`config.mk`:
```
export PLATFORM = sky130hd
export DESIGN_NAME = multdiv_scheduler_flat
export DESIGN_NICKNAME = d
export VERILOG_FILES = /design/src/rtl/multdiv_scheduler_if.sv /design/src/rtl/multdiv_scheduler.sv /design/src/flat_wrapper.sv
export SDC_FILE = /design/constraint.sdc
export NUM_CORES = 1
export LEC_CHECK = 0
export CAP_MARGIN = 20
export CORE_ASPECT_RATIO = 1.4
export CORE_MARGIN = 5
export CORE_UTILIZATION = 25
export DETAILED_ROUTE_END_ITERATION = 7
export SKIP_CTS_REPAIR_TIMING = 1
export SYNTH_ARGS = -nofsm -noshare
export SYNTH_HDL_FRONTEND = slang
export SYNTH_SLANG_ARGS = --single-unit
```
`constraint.sdc`:
```
create_clock -name clock -period 2.19 [get_ports clock]
set_input_delay 0.219 -clock clock [delete_from_list [all_inputs] [get_ports clock]]
set_output_delay 0.219 -clock clock [all_outputs]
set_load 0.005 [all_outputs]
```
`src/rtl/multdiv_scheduler_if.sv`:
```
// Bundles the processor issue port, the multdiv unit handshake and the regfile
// write-back port of the multdiv scheduler.
interface multdiv_scheduler_if;
  logic        issue_valid;
  logic        issue_op;
  logic [4:0]  issue_rd;
  logic [31:0] issue_a;
  logic [31:0] issue_b;

  logic        md_ctrl_mult;
  logic        md_ctrl_div;
  logic [31:0] md_operandA;
  logic [31:0] md_operandB;
  logic [31:0] md_result;
  logic        md_exception;
  logic        md_resultRDY;

  logic        stall;
  logic        wb_req;
  logic [4:0]  wb_reg;
  logic [31:0] wb_data;
  logic        wb_grant;
  logic        busy;
  logic        timeout_err;

  modport slave (
    input  issue_valid, issue_op, issue_rd, issue_a, issue_b,
    input  md_result, md_exception, md_resultRDY, wb_grant,
    output md_ctrl_mult, md_ctrl_div, md_operandA, md_operandB,
    output stall, wb_req, wb_reg, wb_data, busy, timeout_err
  );

  modport master (
    output issue_valid, issue_op, issue_rd, issue_a, issue_b,
    output md_result, md_exception, md_resultRDY, wb_grant,
    input  md_ctrl_mult, md_ctrl_div, md_operandA, md_operandB,
    input  stall, wb_req, wb_reg, wb_data, busy, timeout_err
  );
endinterface

```
`src/rtl/multdiv_scheduler.sv`:
```
// Runs one mul/div on the multi-cycle unit while stalling the processor, then
// arbitrates the result (or the rstatus exception code) onto the regfile port.
module multdiv_scheduler #(
  parameter int MAX_LAT = 40
) (
  input  logic                 clock,
  input  logic                 reset,
  multdiv_scheduler_if.slave   bus
);

  typedef enum logic [1:0] {IDLE, START, WAIT, WB} state_t;

  localparam logic [5:0] LAST_WAIT = 6'(MAX_LAT - 1);

  state_t      state;
  state_t      next_state;
  logic        op_q;
  logic [4:0]  rd_q;
  logic [31:0] a_q;
  logic [31:0] b_q;
  logic [31:0] result_q;
  logic        exc_q;
  logic [5:0]  count;
  logic        timeout_q;
  logic        timeout_hit;

  // Last permitted wait cycle passed with no result from the unit.
  assign timeout_hit = (state == WAIT) && !bus.md_resultRDY && (count == LAST_WAIT);

  always_ff @(posedge clock or negedge reset) begin
    if (!reset) state <= IDLE;
    else        state <= next_state;
  end

  always_comb begin
    next_state = state;
    case (state)
      IDLE:  if (bus.issue_valid) next_state = START;
      START: next_state = WAIT;
      WAIT: begin
        if (bus.md_resultRDY)
          next_state = (bus.md_exception || (rd_q != 5'd0)) ? WB : IDLE;
        else if (timeout_hit)
          next_state = WB;
      end
      WB:    if (bus.wb_grant) next_state = IDLE;
      default: next_state = IDLE;
    endcase
  end

  always_ff @(posedge clock or negedge reset) begin
    if (!reset) begin
      op_q      <= 1'b0;
      rd_q      <= 5'd0;
      a_q       <= 32'd0;
      b_q       <= 32'd0;
      result_q  <= 32'd0;
      exc_q     <= 1'b0;
      count     <= 6'd0;
      timeout_q <= 1'b0;
    end else begin
      case (state)
        IDLE: begin
          if (bus.issue_valid) begin
            op_q <= bus.issue_op;
            rd_q <= bus.issue_rd;
            a_q  <= bus.issue_a;
            b_q  <= bus.issue_b;
          end
        end
        START: count <= 6'd0;
        WAIT: begin
          count <= count + 6'd1;
          if (bus.md_resultRDY) begin
            result_q <= bus.md_result;
            exc_q    <= bus.md_exception;
          end else if (timeout_hit) begin
            result_q  <= 32'd0;
            exc_q     <= 1'b1;
            timeout_q <= 1'b1;
          end
        end
        default: ;
      endcase
    end
  end

  // Write-back fields decode only flopped state, so they hold still while waiting for grant.
  always_comb begin
    bus.md_ctrl_mult = 1'b0;
    bus.md_ctrl_div  = 1'b0;
    bus.wb_req       = 1'b0;
    bus.wb_reg       = 5'd0;
    bus.wb_data      = 32'd0;
    case (state)
      START: begin
        bus.md_ctrl_mult = !op_q;
        bus.md_ctrl_div  = op_q;
      end
      WB: begin
        bus.wb_req = 1'b1;
        if (exc_q) begin
          bus.wb_reg  = 5'd30;
          bus.wb_data = op_q ? 32'd5 : 32'd4;
        end else begin
          bus.wb_reg  = rd_q;
          bus.wb_data = result_q;
        end
      end
      default: ;
    endcase
    bus.busy  = (state != IDLE);
    bus.stall = (state != IDLE) || bus.issue_valid;
  end

  assign bus.md_operandA = a_q;
  assign bus.md_operandB = b_q;
  assign bus.timeout_err = timeout_q;

endmodule

```
`src/flat_wrapper.sv`:
```
// flat-port wrapper written by rule: the top's interface ports become plain ports
module multdiv_scheduler_flat 
#(
  parameter int MAX_LAT = 40
)
  (clock, reset, bus_issue_valid, bus_issue_op, bus_issue_rd, bus_issue_a, bus_issue_b, bus_md_result, bus_md_exception, bus_md_resultRDY, bus_wb_grant, bus_md_ctrl_mult, bus_md_ctrl_div, bus_md_operandA, bus_md_operandB, bus_stall, bus_wb_req, bus_wb_reg, bus_wb_data, bus_busy, bus_timeout_err);
  multdiv_scheduler_if bus_i ();
  input  logic clock;
  input  logic reset;
  input wire logic [$bits(bus_i.issue_valid)-1:0] bus_issue_valid;
  input wire logic [$bits(bus_i.issue_op)-1:0] bus_issue_op;
  input wire logic [$bits(bus_i.issue_rd)-1:0] bus_issue_rd;
  input wire logic [$bits(bus_i.issue_a)-1:0] bus_issue_a;
  input wire logic [$bits(bus_i.issue_b)-1:0] bus_issue_b;
  input wire logic [$bits(bus_i.md_result)-1:0] bus_md_result;
  input wire logic [$bits(bus_i.md_exception)-1:0] bus_md_exception;
  input wire logic [$bits(bus_i.md_resultRDY)-1:0] bus_md_resultRDY;
  input wire logic [$bits(bus_i.wb_grant)-1:0] bus_wb_grant;
  output wire logic [$bits(bus_i.md_ctrl_mult)-1:0] bus_md_ctrl_mult;
  output wire logic [$bits(bus_i.md_ctrl_div)-1:0] bus_md_ctrl_div;
  output wire logic [$bits(bus_i.md_operandA)-1:0] bus_md_operandA;
  output wire logic [$bits(bus_i.md_operandB)-1:0] bus_md_operandB;
  output wire logic [$bits(bus_i.stall)-1:0] bus_stall;
  output wire logic [$bits(bus_i.wb_req)-1:0] bus_wb_req;
  output wire logic [$bits(bus_i.wb_reg)-1:0] bus_wb_reg;
  output wire logic [$bits(bus_i.wb_data)-1:0] bus_wb_data;
  output wire logic [$bits(bus_i.busy)-1:0] bus_busy;
  output wire logic [$bits(bus_i.timeout_err)-1:0] bus_timeout_err;
  assign bus_i.issue_valid = bus_issue_valid;
  assign bus_i.issue_op = bus_issue_op;
  assign bus_i.issue_rd = bus_issue_rd;
  assign bus_i.issue_a = bus_issue_a;
  assign bus_i.issue_b = bus_issue_b;
  assign bus_i.md_result = bus_md_result;
  assign bus_i.md_exception = bus_md_exception;
  assign bus_i.md_resultRDY = bus_md_resultRDY;
  assign bus_i.wb_grant = bus_wb_grant;
  assign bus_md_ctrl_mult = bus_i.md_ctrl_mult;
  assign bus_md_ctrl_div = bus_i.md_ctrl_div;
  assign bus_md_operandA = bus_i.md_operandA;
  assign bus_md_operandB = bus_i.md_operandB;
  assign bus_stall = bus_i.stall;
  assign bus_wb_req = bus_i.wb_req;
  assign bus_wb_reg = bus_i.wb_reg;
  assign bus_wb_data = bus_i.wb_data;
  assign bus_busy = bus_i.busy;
  assign bus_timeout_err = bus_i.timeout_err;
  multdiv_scheduler #(.MAX_LAT(MAX_LAT)) u_core (.clock(clock), .reset(reset), .bus(bus_i));
endmodule
```
**Word level (Yosys, flattened, before mapping)**

Cells that the tools add are included.

- Output and inout bits: 107
- Bits of input ports: 108
- Bits in latches: 0
- Bits in read-only memories: 0
- Memory bits (writable): 0
- Flip-flop bits (word level): 112
- Memories kept: 0
- Logic and storage cells: 52

- Mux-type cells: 19
- Eq/ne operators: 7
- $lt $le $gt $ge: 0
- Bitwise logic cells: 1
- Multipliers: 0
- Add/subtract/negate cells: 1
- Div/mod/pow operators: 0
- Reductions and logical operators: 15
- Shift-type cells: 0

Operators by type and width:

| kind | count |
|---|---|
| $mux 32 | 4 |
| $pmux 6 s2 | 1 |
| $mux 2 | 5 |
| $mux 5 | 2 |
| $pmux 2 s4 | 1 |
| $add 6x1->6 const B | 1 |
| $eq 6x6->1 const B | 1 |
| $mux 1 | 6 |
| $reduce_and 3->1 | 2 |
| $reduce_bool 2->1 | 3 |
| $reduce_bool 5->1 | 1 |
| $eq 2x2->1 const B | 2 |
| $ne 2x2->1 const B | 2 |
| $reduce_and 2->1 | 2 |
| $ne 3x2->1 const B | 1 |
| $eq 2x1->1 const B | 1 |
| $logic_and 1x1->1 | 2 |
| $logic_not 1->1 | 2 |
| $logic_not 2->1 | 1 |
| $logic_or 1x1->1 | 2 |
| $not 1->1 | 1 |

**Logic depth before layout (Yosys ltp)**

- Word-level depth: 6
- Depth in mapped cells: 6
- Mapped depth without buffers: 6

**Worst setup path before layout**

Ideal clock, no wire load.

- Path kind: reg2reg
- From: register u_core.state[0]
- To: register u_core.count[5]
- Arrival: 1507 ps
- Cell stages (with the launch flop): 7
- Library setup time: 77 ps
- Required time: 2113 ps
- Buffers on the path: 1
- Period minus slack after synthesis: 1585 ps
- Path slack: 605 ps
- Cells stage by stage: dfrtp_1 -> inv_1 -> ha_1 -> buf_2 -> nand4_1 -> or3_1 -> a21oi_1

- Word-level cells in the longest chain between the ends: 2
- Elaborated cells on any way between the ends: 4
- Those cells by class: eq/ne (2); mux (1); reduce/logical (1)

Ends and longest elaborated chain:

| what | line | text |
|---|---|---|
| start: declaration | multdiv_scheduler.sv:15 | `state_t state;` |
| start signal: assignment | multdiv_scheduler.sv:32 | `else state <= next_state;` |
| $eq 2x2->1 or $eq 2x1->1 (tied branches) | multdiv_scheduler.sv:62 | `case (state)` |
| $pmux 6 s2 or $reduce_bool 2->1 (tied branches) | - |  |
| end signal: assignment | multdiv_scheduler.sv:73 | `count <= count + 6'd1;` |
| end: declaration | multdiv_scheduler.sv:23 | `logic [5:0] count;` |

Several ways; a longest one is shown, not always the timed one.
A chain may end at the register's enable or synchronous reset.

**Worst setup path after layout**

- From: register u_core.state[0]
- To: output port bus_wb_data[14]

- Word-level cells in the longest chain between the ends: 2

Ends and longest elaborated chain:

| what | line | text |
|---|---|---|
| $eq 2x2->1 | multdiv_scheduler.sv:95 | `case (state)` |
| $mux 32 | multdiv_scheduler.sv:95 |  |
| end: declaration | flat_wrapper.sv:26 | `output wire logic [$bits(bus_i.wb_data)-1:0] bus_wb_data;` |

Every way passes these cells.

==> impl_results.md <==
* Fraction of layout instances using a drive strength above 1 at 19.5%
* Synthesized netlist net count at 447
* Overall fraction of global-route tracks in use at 12.4%
* CTS H-tree depth at 3
* Ports at 215
* DR vias/cell at 4.31
* Sequential power share at 38.9%
* Setup TNS Final at -0.0653 ns
* Yosys top cell area share at 61.0%
* Peak ir drop on the vdd network at 0.700 mV
* Endpoint required time on the critical path at 1.97 ns
* Cell area after layout at 0.00741 sq mm
* Final setup violation count at 13
* Die width at 125 microns
* Total global routing overflow at 0
* Max Clock Freq at 454 MHz
* Setup crit end kind: output pin
* Critical Setup Path Class: register to output pin
* Min cycle time layout at 2.20 ns
* Antenna viol nets, final at 0
* #FFs+latches synth at 112
* Setup ws final at -0.0129 ns
* Slew @ Worst Pin at 0.562 ns
* Number of sinks handled by clock tree synthesis at 112
* Worst Hold Slack at 0.400 ns
* Violated checks: negative setup slack
* # nets final at 667
* Fin cells at 798
* Hold violation count in the final report at 0
* Initial antenna violation count at 0
* Total internal power at 6.53 mW
* Cell area reported after detailed placement at 0.00701 sq mm
* Clock transition at the register clock pins on the worst setup and hold paths after CTS at 0.07 ns
* Skew-Pair Late Insertion Delay at 0.35 ns
* Post-place setup slack at 0.250 ns
* Lkg Pwr at 3.29 nW
* Worst relative slew slack at 62.5%
* Unrepaired setup endpoints after global routing: true
* Netlist Area Pre-Place at 0.00460 sq mm
* Initial drt markers at 93
* Final Cycle Share at 101%
* Outcome: complete, but fails checks
* Instance count of the mapped netlist at 333
* Placed Instances at 775
* Number of buffers on the longest clock path at 2
* Total count of max-transition violations in the final report at 0
* Average instance area after synthesis at 13.8 sq um
* CTS Root Buffer Type: sky130_fd_sc_hd__clkbuf_16
* Via count of the first global-routing pass at 3855
* Total of fill cells in the finished design at 1683
* Fraction of power consumed by combinational cells at 43.0%
* Overall power at 9.20 mW
* Detail-routed net length per standard cell at 16.7 microns
* Number of diodes added for antenna fixing at 0
* Die boundary height at 170 microns
* Number of buffers created by CTS at 9
* Maximum capacitance violations at 0
* Number of input and output port buffers inserted at 214
* Drt drc at 0
* Maximum number of pins on one net before global-route repair at 70
* Cells taking the most area after synthesis: sky130_fd_sc_hd__dfrtp_1 (61%), sky130_fd_sc_hd__mux2_2 (17%), sky130_fd_sc_hd__a22o_1 (6.1%)
* Final core utilization at 41.0%
* Switching power share of the total at 29.0%
* Site row count at 58
* Worst Skew at 0.00762 ns
* Sort of element at the start of the critical path: register
* Overall routed net length at 13300 microns
* Global-route wire length before repair at 20800 microns
* Number of vias in the routed layout at 3442
* Core region area at 0.0181 sq mm
* Iteration count of the initial detailed-routing pass at 4
* Area overhead of the layout relative to synthesis at 61.3%
* Cell taking the most area after synthesis: sky130_fd_sc_hd__dfrtp_1
* Global placement routability congestion at 0.771
* PD cells at 1240 mW/mm^2
* Sequential share of the synthesized area at 61.0%
* Arrival time at the worst endpoint at 1.98 ns
* Top fanout value on the critical path at 13
* CTS tree: built
* Number of warnings issued by yosys at 0
* Part of the total power dissipated in the clock network at 18.2%
* DP HPWL at 9960 microns
* Count of cell types in the netlist at 32
* Switching power at 2.66 mW
* Starting utilization of the core area at 25.4%
* Path category of the worst min-delay check: input pin to asynchronous set/reset pin
* Overall die area at 0.0212 sq mm
## critical path, stage by stage, from the launching register on
cell and delay, ns:
sky130_fd_sc_hd__dfrtp_1 0.43, sky130_fd_sc_hd__ha_4 0.18, sky130_fd_sc_hd__inv_4 0.06, sky130_fd_sc_hd__nor2_4 0.15
sky130_fd_sc_hd__buf_4 0.20, sky130_fd_sc_hd__and2_1 0.14, sky130_fd_sc_hd__clkdlybuf4s50_1 0.49
## sequential cells by signal (all words and copies together) (netlist names)
| name | count |
|---|---|
| u_core.rd_q | 5 |
| u_core.exc_q | 1 |
| u_core.bus.timeout_err | 1 |
| u_core.bus.md_operandA | 32 |
| u_core.count | 6 |
| u_core.bus.md_operandB | 32 |
| u_core.result_q | 32 |
| u_core.op_q | 1 |
| u_core.state | 2 |
## per-layer routing
layer | GRT usage (%) | share of wire (%) | vias up
met2 | 21.5 | 52 | 132
met4 | 5.10 | 2.0 | 0
li1 | - | - | 1608
met1 | 13.7 | 38 | 1688
met3 | 4.46 | 8.0 | 14
met5 | 0 | 0 | -
## Yosys cell counts, drive strengths merged
cell type / count
a2111o: 1
a21oi: 5
a22o: 32
a31o: 2
a31oi: 1
a41o: 1
and2: 33
buf: 15
clkbuf: 4
dfrtp: 112
ha: 6
inv: 8
mux2: 70
mux2i: 2
nand2: 5
nand2b: 1
nand3: 4
nand4: 1
nor2: 15
nor2b: 2
nor3b: 2
nor4: 1
o21a: 2
o21ai: 5
o22ai: 1
or3: 1
xor2: 1
## path summary, 6_finish.rpt
check / start / end / slack (ns) / cells past startpoint
setup reg to reg: u_core.state[0] / u_core.result_q[8] / 0.27 / 6
hold / removal: reset / u_core.result_q[19] / 0.40 / 2
min in group clock: bus_md_result[9] / u_core.result_q[9] / 0.48 / 2
max in group asynchronous: reset / u_core.bus.md_operandB[23] / 1.07 / 3
setup / recovery: u_core.state[0] / bus_wb_data[14] / -0.01 / 6
hold reg to reg: u_core.result_q[31] / u_core.result_q[31] / 0.49 / 1
## power by group through the flow
stage	clock, mW	sequential, mW	combinational, mW
floorplan	0	3.55	1.69
global placement	0	3.57	3.84
detailed placement	0	3.61	3.92
CTS	1.76	3.58	3.95
global route	1.83	3.70	4.28
finish	1.67	3.57	3.95
## cell usage in the layout (no fill, tap or decap), drive strengths merged, types with 2 or more instances in the layout
cell,count
dlymetal6s2s,8
a21oi,5
a22o,32
o21a,2
nor3b,2
clkdlybuf4s50,205
mux2i,2
inv,10
a31o,2
nor2b,2
and2,33
buf,14
clkbuf,10
nand3,4
ha,6
dfrtp,112
o21ai,5
nand2,5
mux2,70
clkinv,3
nor2,15
## cell type report
cell class	instances	area (sq um)	share of cell area [%]
sequential	112	2800	37.8
timing repair buffer	228	2300	31.0
multi-input combinational	194	1680	22.6
tap	240	300	4.05
clock buffer	10	239	3.22
clock inverter	6	66.3	0.894
inverter	8	32.5	0.439
## logic make-up after synthesis
family | Yosys count | synth area share (%)
AOI/OAI and AO/OA | 50 | 8.63
xor gates and xnor gates | 1 | 0.191
adders and majority gates | 6 | 1.63
buffers and inverters | 27 | 3.02
DFF | 112 | 61.0
muxes | 72 | 17.6
and+or+nand+nor | 65 | 7.98
(Power assumes the default switching activity.)
